## src/rtl/masked_xor_ctrl_pkg.sv

```systemverilog
// Shared types and constants for the masked XOR controller and its DOM stages.
package masked_pkg;

    localparam int RAND_W = 3;

    typedef enum logic [2:0] {
        IDLE,
        FETCH,
        S1,
        S2,
        OUT
    } state_t;

    // One value split into two shares: value = s0 ^ s1.
    typedef struct packed {
        logic s0;
        logic s1;
    } share_t;

    // Complementing a shared value only needs one share inverted.
    function automatic share_t share_not(input share_t x);
        share_t r;
        r.s0 = ~x.s0;
        r.s1 = x.s1;
        return r;
    endfunction

endpackage

```

## src/rtl/masked_xor_ctrl_if.sv

```systemverilog
// Operand, randomness and result handshakes of the masked XOR controller.
interface masked_xor_ctrl_if;
    import masked_pkg::*;

    logic              in_valid;
    logic              in_ready;
    logic              a0;
    logic              a1;
    logic              b0;
    logic              b1;
    logic              rnd_req;
    logic              rnd_valid;
    logic [RAND_W-1:0] rnd_data;
    logic              out_valid;
    logic              out_ready;
    logic              y0;
    logic              y1;

    // Controller side.
    modport slave (
        input  in_valid, a0, a1, b0, b1, rnd_valid, rnd_data, out_ready,
        output in_ready, rnd_req, out_valid, y0, y1
    );

    // Producer/consumer side.
    modport master (
        output in_valid, a0, a1, b0, b1, rnd_valid, rnd_data, out_ready,
        input  in_ready, rnd_req, out_valid, y0, y1
    );

endinterface

```

## src/rtl/masked_xor_ctrl_dom_and.sv

```systemverilog
// One registered DOM AND layer: z = x & y over two shares, refreshed by r.
module dom_and_stage
    import masked_pkg::*;
(
    input  logic   clk,
    input  logic   rst,
    input  logic   en_i,
    input  logic   clr_i,
    input  share_t x_i,
    input  share_t y_i,
    input  logic   r_i,
    output share_t z_o
);

    share_t z_d;
    share_t z_q;

    // Each domain combines its own product with the remasked cross product.
    always_comb begin
        z_d.s0 = (x_i.s0 & y_i.s0) ^ ((x_i.s0 & y_i.s1) ^ r_i);
        z_d.s1 = (x_i.s1 & y_i.s1) ^ ((x_i.s1 & y_i.s0) ^ r_i);
    end

    // Output register isolates this layer from the next; clear wins over load.
    always_ff @(posedge clk or posedge rst) begin
        if (rst) begin
            z_q <= '0;
        end else if (clr_i) begin
            // NOTE: non-blocking assignment so every register samples pre-edge values.
            z_q <= '0;
        end else if (en_i) begin
            z_q <= z_d;
        end
    end

    assign z_o = z_q;

endmodule

```

## src/rtl/masked_xor_ctrl.sv

```systemverilog
// Sequencing controller for a 2-share first-order masked XOR built from DOM AND layers.
module masked_xor_ctrl
    import masked_pkg::*;
#(
    parameter int STARVE_LIM = 16,
    parameter int CNT_W      = 8
) (
    input  logic             clk,
    input  logic             rst,
    input  logic             abort,
    masked_xor_ctrl_if.slave bus,
    output logic             busy,
    output logic [CNT_W-1:0] op_count,
    output logic             rnd_starve
);

    localparam int                WAIT_W = $clog2(STARVE_LIM + 1);
    localparam logic [WAIT_W-1:0] LIM_W  = WAIT_W'(STARVE_LIM);

    state_t            state_q, state_d;
    share_t            a_q, a_d;
    share_t            b_q, b_d;
    logic [RAND_W-1:0] rnd_q, rnd_d;
    share_t            y_q, y_d;
    logic [CNT_W-1:0]  cnt_q, cnt_d;
    logic [WAIT_W-1:0] wait_q, wait_d;
    logic              starve_q, starve_d;

    share_t path1, path2, and12;
    logic   in_ready;
    logic   accept;
    logic   rnd_fire;
    logic   out_hs;

    assign accept   = bus.in_valid & in_ready;
    assign rnd_fire = (state_q == FETCH) & bus.rnd_valid;
    assign out_hs   = (state_q == OUT) & bus.out_ready;

    // State register.
    always_ff @(posedge clk or posedge rst) begin
        if (rst) state_q <= IDLE;
        else     state_q <= state_d;
    end

    // Next-state logic; abort overrides every transition.
    always_comb begin
        // NOTE: default first so no path leaves state_d unassigned (no latch).
        state_d = state_q;
        if (abort) begin
            state_d = IDLE;
        end else begin
            case (state_q)
                IDLE:    if (accept) state_d = FETCH;
                FETCH:   if (bus.rnd_valid) state_d = S1;
                S1:      state_d = S2;
                S2:      state_d = OUT;
                OUT:     if (bus.out_ready) state_d = IDLE;
                default: state_d = IDLE;
            endcase
        end
    end

    // Moore outputs decoded from the current state.
    always_comb begin
        in_ready      = (state_q == IDLE) & ~rst;
        bus.rnd_req   = (state_q == FETCH);
        bus.out_valid = (state_q == OUT);
        busy          = (state_q != IDLE);
    end

    assign bus.in_ready = in_ready;

    // First layer: ~A & B with r0 and A & ~B with r1, captured in S1, wiped once used in S2.
    dom_and_stage u_path1 (
        .clk   (clk),
        .rst   (rst),
        .en_i  (state_q == S1),
        .clr_i (abort | (state_q == S2)),
        .x_i   (share_not(a_q)),
        .y_i   (b_q),
        .r_i   (rnd_q[0]),
        .z_o   (path1)
    );

    dom_and_stage u_path2 (
        .clk   (clk),
        .rst   (rst),
        .en_i  (state_q == S1),
        .clr_i (abort | (state_q == S2)),
        .x_i   (a_q),
        .y_i   (share_not(b_q)),
        .r_i   (rnd_q[1]),
        .z_o   (path2)
    );

    // Second layer: path1 & path2 with r2, captured in S2, held until the output handshake.
    dom_and_stage u_and12 (
        .clk   (clk),
        .rst   (rst),
        .en_i  (state_q == S2),
        .clr_i (abort | out_hs),
        .x_i   (path1),
        .y_i   (path2),
        .r_i   (rnd_q[2]),
        .z_o   (and12)
    );

    // Next values of operand, randomness, result-share and counter registers.
    always_comb begin
        a_d      = a_q;
        b_d      = b_q;
        rnd_d    = rnd_q;
        y_d      = y_q;
        cnt_d    = cnt_q;
        wait_d   = '0;
        starve_d = starve_q;

        if (abort || state_q == S2) begin
            a_d   = '0;
            b_d   = '0;
            rnd_d = '0;
        end else begin
            if (accept) begin
                a_d = '{s0: bus.a0, s1: bus.a1};
                b_d = '{s0: bus.b0, s1: bus.b1};
            end
            if (rnd_fire) rnd_d = bus.rnd_data;
        end

        // Per-domain partial sums; the and12 share is folded in at the output.
        if (abort || out_hs) begin
            y_d = '0;
        end else if (state_q == S2) begin
            y_d.s0 = path1.s0 ^ path2.s0;
            y_d.s1 = path1.s1 ^ path2.s1;
        end

        if (out_hs && !abort) cnt_d = cnt_q + 1'b1;

        // Wait counter only lives while stalled in FETCH; it saturates at the limit.
        if (!abort && state_q == FETCH && !bus.rnd_valid) begin
            wait_d = (wait_q == LIM_W) ? wait_q : wait_q + 1'b1;
        end
        if (wait_d == LIM_W) starve_d = 1'b1;
    end

    // Datapath and status registers.
    always_ff @(posedge clk or posedge rst) begin
        if (rst) begin
            a_q      <= '0;
            b_q      <= '0;
            rnd_q    <= '0;
            y_q      <= '0;
            cnt_q    <= '0;
            wait_q   <= '0;
            starve_q <= 1'b0;
        end else begin
            a_q      <= a_d;
            b_q      <= b_d;
            rnd_q    <= rnd_d;
            y_q      <= y_d;
            cnt_q    <= cnt_d;
            wait_q   <= wait_d;
            starve_q <= starve_d;
        end
    end

    // Each output share only mixes registered values of its own domain.
    assign bus.y0     = y_q.s0 ^ and12.s0;
    assign bus.y1     = y_q.s1 ^ and12.s1;
    assign op_count   = cnt_q;
    assign rnd_starve = starve_q;

endmodule

```

## src/flat_wrapper.sv

```systemverilog
// flat-port wrapper written by rule: the top's interface ports become plain ports
module masked_xor_ctrl_flat import masked_pkg::*;
#(
    parameter int STARVE_LIM = 16,
    parameter int CNT_W      = 8
)
  (clk, rst, abort, busy, op_count, rnd_starve, bus_in_valid, bus_a0, bus_a1, bus_b0, bus_b1, bus_rnd_valid, bus_rnd_data, bus_out_ready, bus_in_ready, bus_rnd_req, bus_out_valid, bus_y0, bus_y1);
  masked_xor_ctrl_if bus_i ();
  input  logic clk;
  input  logic rst;
  input  logic abort;
  output logic busy;
  output logic [CNT_W-1:0] op_count;
  output logic rnd_starve;
  input wire logic [$bits(bus_i.in_valid)-1:0] bus_in_valid;
  input wire logic [$bits(bus_i.a0)-1:0] bus_a0;
  input wire logic [$bits(bus_i.a1)-1:0] bus_a1;
  input wire logic [$bits(bus_i.b0)-1:0] bus_b0;
  input wire logic [$bits(bus_i.b1)-1:0] bus_b1;
  input wire logic [$bits(bus_i.rnd_valid)-1:0] bus_rnd_valid;
  input wire logic [$bits(bus_i.rnd_data)-1:0] bus_rnd_data;
  input wire logic [$bits(bus_i.out_ready)-1:0] bus_out_ready;
  output wire logic [$bits(bus_i.in_ready)-1:0] bus_in_ready;
  output wire logic [$bits(bus_i.rnd_req)-1:0] bus_rnd_req;
  output wire logic [$bits(bus_i.out_valid)-1:0] bus_out_valid;
  output wire logic [$bits(bus_i.y0)-1:0] bus_y0;
  output wire logic [$bits(bus_i.y1)-1:0] bus_y1;
  assign bus_i.in_valid = bus_in_valid;
  assign bus_i.a0 = bus_a0;
  assign bus_i.a1 = bus_a1;
  assign bus_i.b0 = bus_b0;
  assign bus_i.b1 = bus_b1;
  assign bus_i.rnd_valid = bus_rnd_valid;
  assign bus_i.rnd_data = bus_rnd_data;
  assign bus_i.out_ready = bus_out_ready;
  assign bus_in_ready = bus_i.in_ready;
  assign bus_rnd_req = bus_i.rnd_req;
  assign bus_out_valid = bus_i.out_valid;
  assign bus_y0 = bus_i.y0;
  assign bus_y1 = bus_i.y1;
  masked_xor_ctrl #(.STARVE_LIM(STARVE_LIM), .CNT_W(CNT_W)) u_core (.clk(clk), .rst(rst), .abort(abort), .bus(bus_i), .busy(busy), .op_count(op_count), .rnd_starve(rnd_starve));
endmodule
```

## config.mk

```make
export PLATFORM = sky130hd
export DESIGN_NAME = masked_xor_ctrl_flat
export DESIGN_NICKNAME = d
export VERILOG_FILES = /design/src/rtl/masked_xor_ctrl_pkg.sv /design/src/rtl/masked_xor_ctrl_if.sv /design/src/rtl/masked_xor_ctrl_dom_and.sv /design/src/rtl/masked_xor_ctrl.sv /design/src/flat_wrapper.sv
export SDC_FILE = /design/constraint.sdc
export NUM_CORES = 1
export LEC_CHECK = 0
export CORE_ASPECT_RATIO = 1.25
export CORE_MARGIN = 3
export CORE_UTILIZATION = 55
export CTS_CLUSTER_DIAMETER = 30
export DETAILED_ROUTE_END_ITERATION = 12
export HOLD_SLACK_MARGIN = 0.05
export PLACE_DENSITY = 0.84
export SETUP_SLACK_MARGIN = 0.3
export SLEW_MARGIN = 25
export SYNTH_ARGS = -nofsm -noshare
export SYNTH_HDL_FRONTEND = slang
export SYNTH_SLANG_ARGS = --single-unit
```

## constraint.sdc

```tcl
create_clock -name clk -period 3.1 [get_ports clk]
set_input_delay 0.465 -clock clk [delete_from_list [all_inputs] [get_ports clk]]
set_output_delay 0.465 -clock clk [all_outputs]
set_load 0.02 [all_outputs]
```

== Yosys cells after proc, flatten, opt, wreduce, memory -nomap -nowiden ==
Index checks and enable logic that the tools add are counted.

* Register bits after elaboration: 32
* Input port bits: 13
* Output and inout bits: 15
* Word-level logic and storage cells: 100

* Add/subtract/negate cells: 2
* Equal/unequal tests: 9
* Multiplexer cells: 21
* Bitwise gates (word level): 36
* Reduce and logical (&&, ||, !) cells: 15

{| class="wikitable"
|+ Operators by type and width
! kind !! number
|-
| 2-bit 2-to-1 mux || 12
|-
| 3-bit 2-to-1 mux || 6
|-
| 1-bit XOR || 16
|-
| 1-bit bitwise AND || 15
|-
| 3-bit one-hot mux with 5 select lines || 1
|-
| 5-bit == test, second input constant || 2
|-
| 5-bit 2-to-1 mux || 2
|-
| 2-bit nonzero test || 5
|-
| 8-bit by 1-bit adder with 8-bit output, second input constant || 1
|-
| 3-bit by 2-bit == test with 1-bit output, second input constant || 2
|-
| 3-bit != test, second input constant || 2
|-
| 5-bit by 1-bit adder with 5-bit output, second input constant || 1
|-
| 3-bit by 1-bit == test with 1-bit output, second input constant || 1
|-
| 3-bit == test, second input constant || 1
|-
| 1-bit logical AND || 3
|-
| 3-bit zero test || 1
|-
| 3-bit by 2-bit != test with 1-bit output, second input constant || 1
|-
| 1-bit NOT || 3
|-
| 3-bit AND reduction || 1
|-
| 3-bit nonzero test || 1
|-
| 1-bit zero test || 2
|-
| 1-bit logical OR || 2
|-
| 1-bit OR || 2
|}

== Longest topological paths before layout ==
* Depth in word-level cells: 6
* Depth in mapped cells: 6
* Gate-level depth less buffers: 6

== Modules after synthesis ==
Synthesis repeated with hierarchy kept, for this count alone.

* Cells, all modules: 166
* Area, all modules: 1666.6 um2

{| class="wikitable"
|+ Modules (own cells, without submodules)
! module !! instances !! cells an instance !! area an instance (um2) !! seq. area each (um2)
|-
| masked_xor_ctrl || 1 || 124 || 1313.8 || 650.6
|-
| dom_and_stage || 3 || 14 || 117.6 || 50.0
|}

== Least setup slack after synthesis ==
OpenSTA, ideal clock, no wires.

* Kind: input to register
* From: input port rst
* To: register u_core.a_q[0] (netlist bit)
* Setup time: 0.138 ns
* Arrival time: 1.792 ns
* Data required time: 2.962 ns
* Setup slack: 1.170 ns
* Stages on the path: 4
* Path buffers: 0
* Cell sequence: inv_1 -> nand3b_1 -> mux2i_1 -> nor2_1

* Cells in the longest elaborated chain, start to end: 4

{| class="wikitable"
|+ RTL lines
! element !! line !! RTL
|-
| from (decl) || flat_wrapper.sv:10 || <nowiki>input logic rst;</nowiki>
|-
| 1-bit NOT || masked_xor_ctrl.sv:65 || <nowiki>in_ready = (state_q == IDLE) & ~rst;</nowiki>
|-
| 1-bit bitwise AND || masked_xor_ctrl.sv:65 ||
|-
| 1-bit bitwise AND || masked_xor_ctrl.sv:35 || <nowiki>assign accept = bus.in_valid & in_ready;</nowiki>
|-
| 2-bit nonzero test (no line) || - ||
|-
| to (signal assigned) || masked_xor_ctrl.sv:150 || <nowiki>a_q <= '0;</nowiki>
|-
| to (signal assigned) || masked_xor_ctrl.sv:158 || <nowiki>a_q <= a_d;</nowiki>
|-
| to (decl) || masked_xor_ctrl.sv:21 || <nowiki>share_t a_q, a_d;</nowiki>
|}

No other way between the ends.
A chain may end at the register's enable or synchronous reset.

== Final worst setup path ==
* From: register u_core.state_q[0]
* To: output port bus_in_ready

* Cells in the longest elaborated chain, start to end: 2

{| class="wikitable"
|+ RTL lines
! element !! line !! RTL
|-
| from (decl) || masked_xor_ctrl.sv:20 || <nowiki>state_t state_q, state_d;</nowiki>
|-
| from (signal assigned) || masked_xor_ctrl.sv:42 || <nowiki>else state_q <= state_d;</nowiki>
|-
| 3-bit zero test || masked_xor_ctrl.sv:65 ||
|-
| 1-bit bitwise AND || masked_xor_ctrl.sv:65 ||
|-
| to (decl) || flat_wrapper.sv:23 || <nowiki>output wire logic [$bits(bus_i.in_ready)-1:0] bus_in_ready;</nowiki>
|}

No other way between the ends.

==> results_dict.tcl <==
set metrics [dict create \
    critPathCaptureType "output pin" \
    slew_headroom 0.590 \
    synth.net_count 169 \
    hold_buffers 0 \
    worstSetupPathType "flop to output pin" \
    hpwl_um 2370 \
    clock.fmax_mhz 410 \
    worst_setup_path_start_kind "flop" \
    synth.distinct_cells 39 \
    wl_per_cell_um 14.6 \
    row_count 21 \
    die_x_um 54.7 \
    gp_congestion 0.789 \
    final_nets 201 \
    cts_tree "done" \
    syn2layout_area_growth_pct 24.2 \
    post_cts_resized 0 \
    antenna_found_initial 0 \
    critPathSlowestCell "clkdlybuf4s50_1" \
    syn_inst 151 \
    ant_nets 0 \
    viasPerCell 5.53 \
    finalSetupViolations 0 \
    synth_area_per_cell_um2 10.8 \
    tns_ns 0 \
    yosysTopAreaCell "dfrtp_1" \
    syn_area_um2 1630 \
    dr.pass1.iters 4 \
    clockBufferDepth 2 \
    clk_pin_slew_ns 0.09 \
    cp_slowest_stage_delay_ns 0.61 \
    cts_setup_buffers 0 \
    final_core_util 0.733 \
    status "finished, final reports clean" \
    tightest_slew_ns 0.613 \
    finalClockSkew_ns 0.0128 \
    cts-buffers-inserted 5 \
    synthTopCellsByArea "dfrtp_1, xnor2_1, xor2_1, mux2i_1, ha_1" \
    drt_iter0_drc 18 \
    hp-class "input port to asynchronous set/reset pin" \
    grt_overflow 0 \
    vias 1206 \
    start_util 0.590 \
    finalHoldViolCount 0 \
    grt_usage 0.215 \
    crit_arrival_ns 1.98 \
    cap_violations 0 \
    power_leakage_nw 0.924 \
    final_layout_size_suffix_gt1_frac 0.103 \
    drc 0 \
    reg2reg_from "u_core.state_q[0]$_DFFE_PP0P_" \
    yosysWarnings 0 \
    cp_data_required_time_ns 2.63 \
    cts-root-buf "clkbuf_4" \
    cp-startpoint "u_core.state_q[0]$_DFFE_PP0P_" \
    critPathMaxFanout 9 \
    dieArea_um2 3650 \
    antenna_cells 0 \
    p_per_area_nw_per_um2 437 \
    ctsHtreeMaxLevel 2 \
    synth-seq-cells 32 \
    ioPinCount 28 \
    die_h_um 66.8 \
    grt_pass1_wl_um 5450 \
    period_minus_slack_ns 2.44 \
    wl_um 3190 \
    grt_max_degree 32 \
    grt_pass1_vias 1276 \
    period_share 0.787 \
    yosysSeqAreaShare 0.492 \
    drv_slew 0 \
    clk_latency_ns 0.33 \
    core_area_um2 2760 \
    crit_chain "or3_4 > nor2_1 > clkdlybuf4s50_1" \
    cts.sinks 32 \
    numPortBuffers 27 \
    yosysTopAreaCellShare 0.492 \
    vdd_drop_max_v 0.000428 \
    rsz0062_at_grt "false" \
]
-- sequential cells by signal, summed over array words and instances, names as in the netlist --
signal              count
u_core.state_q          3
u_core.u_path1.z_o      2
u_core.rnd_starve       1
u_core.op_count         8
u_core.wait_q           5
u_core.u_and12.z_o      2
u_core.rnd_q            3
u_core.y_q              2
u_core.a_q              2
u_core.b_q              2
u_core.u_path2.z_o      2
-- synth_stat cells --
cell type,instances
or4_4,1
nand4_2,1
inv_1,5
nand2_1,13
buf_6,1
dfrtp_1,32
or3_4,1
nor2_4,1
buf_2,2
a21oi_1,4
nand3b_1,2
nor3b_2,1
nor2b_1,2
nor4bb_1,1
xor2_1,9
nor2_1,16
a21boi_0,1
nand2b_4,1
a22o_1,4
ha_1,5
xnor2_1,12
o221ai_1,1
nor2_2,1
mux2i_1,7
o21ai_0,5
and2_1,1
and3_1,2
or4b_4,1
nand3_1,5
nor3_1,2
mux2_2,1
a211oi_1,1
nor4b_1,1
o22ai_1,1
nand2b_1,2
or3_1,1
a31oi_1,1
a31o_2,1
o21bai_1,2
-- cell type report --
class / instances / area [um2]
clock buffer: 7 / 65.1
clock inverter: 1 / 30.0
fill: 201 / 736
inverter: 5 / 18.8
multi-input combinational: 111 / 788
sequential: 32 / 801
tap: 34 / 42.5
timing repair buffer: 28 / 278
-- critical path, delay by kind of cell, from the launching register on --
kind | cells | cell delay [ns]
buffers and inverters | 1 | 0.61
flip-flops | 1 | 0.51
AND/OR/NAND/NOR | 2 | 0.54
-- cell usage in the layout, fill, tap and decap left out, types with 2 or more instances in the layout --
cell and n:
nor2_1 16, clkbuf_8 2, nor2b_1 2, mux2i_1 7, ha_1 5, nand3_1 5, a21oi_1 4, nand2b_1 2
xor2_1 9, clkdlybuf4s50_1 27, nand2_1 13, a22o_1 4, inv_1 5, nand3b_1 2, xnor2_1 12, nor3_1 2
and3_1 2, dfrtp_1 32, o21ai_0 5, clkbuf_4 5, o21bai_1 2
-- layer usage --
layer | share of wire | track usage | vias to the layer above
met5 | 0 | 0 | -
met4 | 0.034 | 0.125 | 0
met3 | 0.050 | 0.0671 | 14
met2 | 0.53 | 0.364 | 44
met1 | 0.39 | 0.225 | 567
li1 | - | - | 581
-- where the power goes --
| group | switching [mW] | total [mW] | internal [mW] | leakage, nW |
|---|---|---|---|---|
| clock network | 0.139 | 0.353 | 0.214 | 0.0515 |
| logic | 0.0456 | 0.0927 | 0.0471 | 0.428 |
| registers | 0.0122 | 0.438 | 0.426 | 0.444 |
| total | 0.197 | 0.884 | 0.687 | 0.924 |
-- per-stage QoR --
stage / cells / hold WS, ns / power (mW) / cell area (um2) / setup WS (ns)
after global routing: 218 / 0.338 / 0.928 / 2020 / 0.558
after floorplan: 151 / 0.475 / 0.499 / 1630 / 1.17
final: 218 / 0.330 / 0.884 / 2020 / 0.659
after detailed placement: 210 / 0.467 / 0.539 / 1930 / 1.02
after CTS: 218 / 0.321 / 0.891 / 2020 / 0.654
after global placement: 210 / 0.456 / 0.535 / 1930 / 1.04
-- path summary, 6_finish.rpt --
check / end / slack [ns] / cells after the start
min reg2reg: u_core.op_count[7]$_DFFE_PP0P_ / 0.49 / 1
min in group clk: u_core.op_count[7]$_DFFE_PP0P_ / 0.49 / 1
min: u_core.op_count[1]$_DFFE_PP0P_ / 0.33 / 2
max: bus_in_ready / 0.66 / 3
max reg2reg: u_core.u_and12.z_o[1]$_DFFE_PP0P_ / 1.31 / 4
max in group asynchronous: u_core.op_count[4]$_DFFE_PP0P_ / 2.18 / 3
-- cell families (layout without fill, tap and decap cells) --
kind of cell    count (synthesis)  in the layout  synth area share
compound gates                 21             21            0.0860
mux                             8              8            0.0499
buf+inv                         8             41            0.0246
flops                          32             32             0.492
xor+xnor                       21             21             0.113
simple gates                   56             56             0.197
fa+ha+maj                       5              5            0.0384
(Power assumes the default switching activity.)
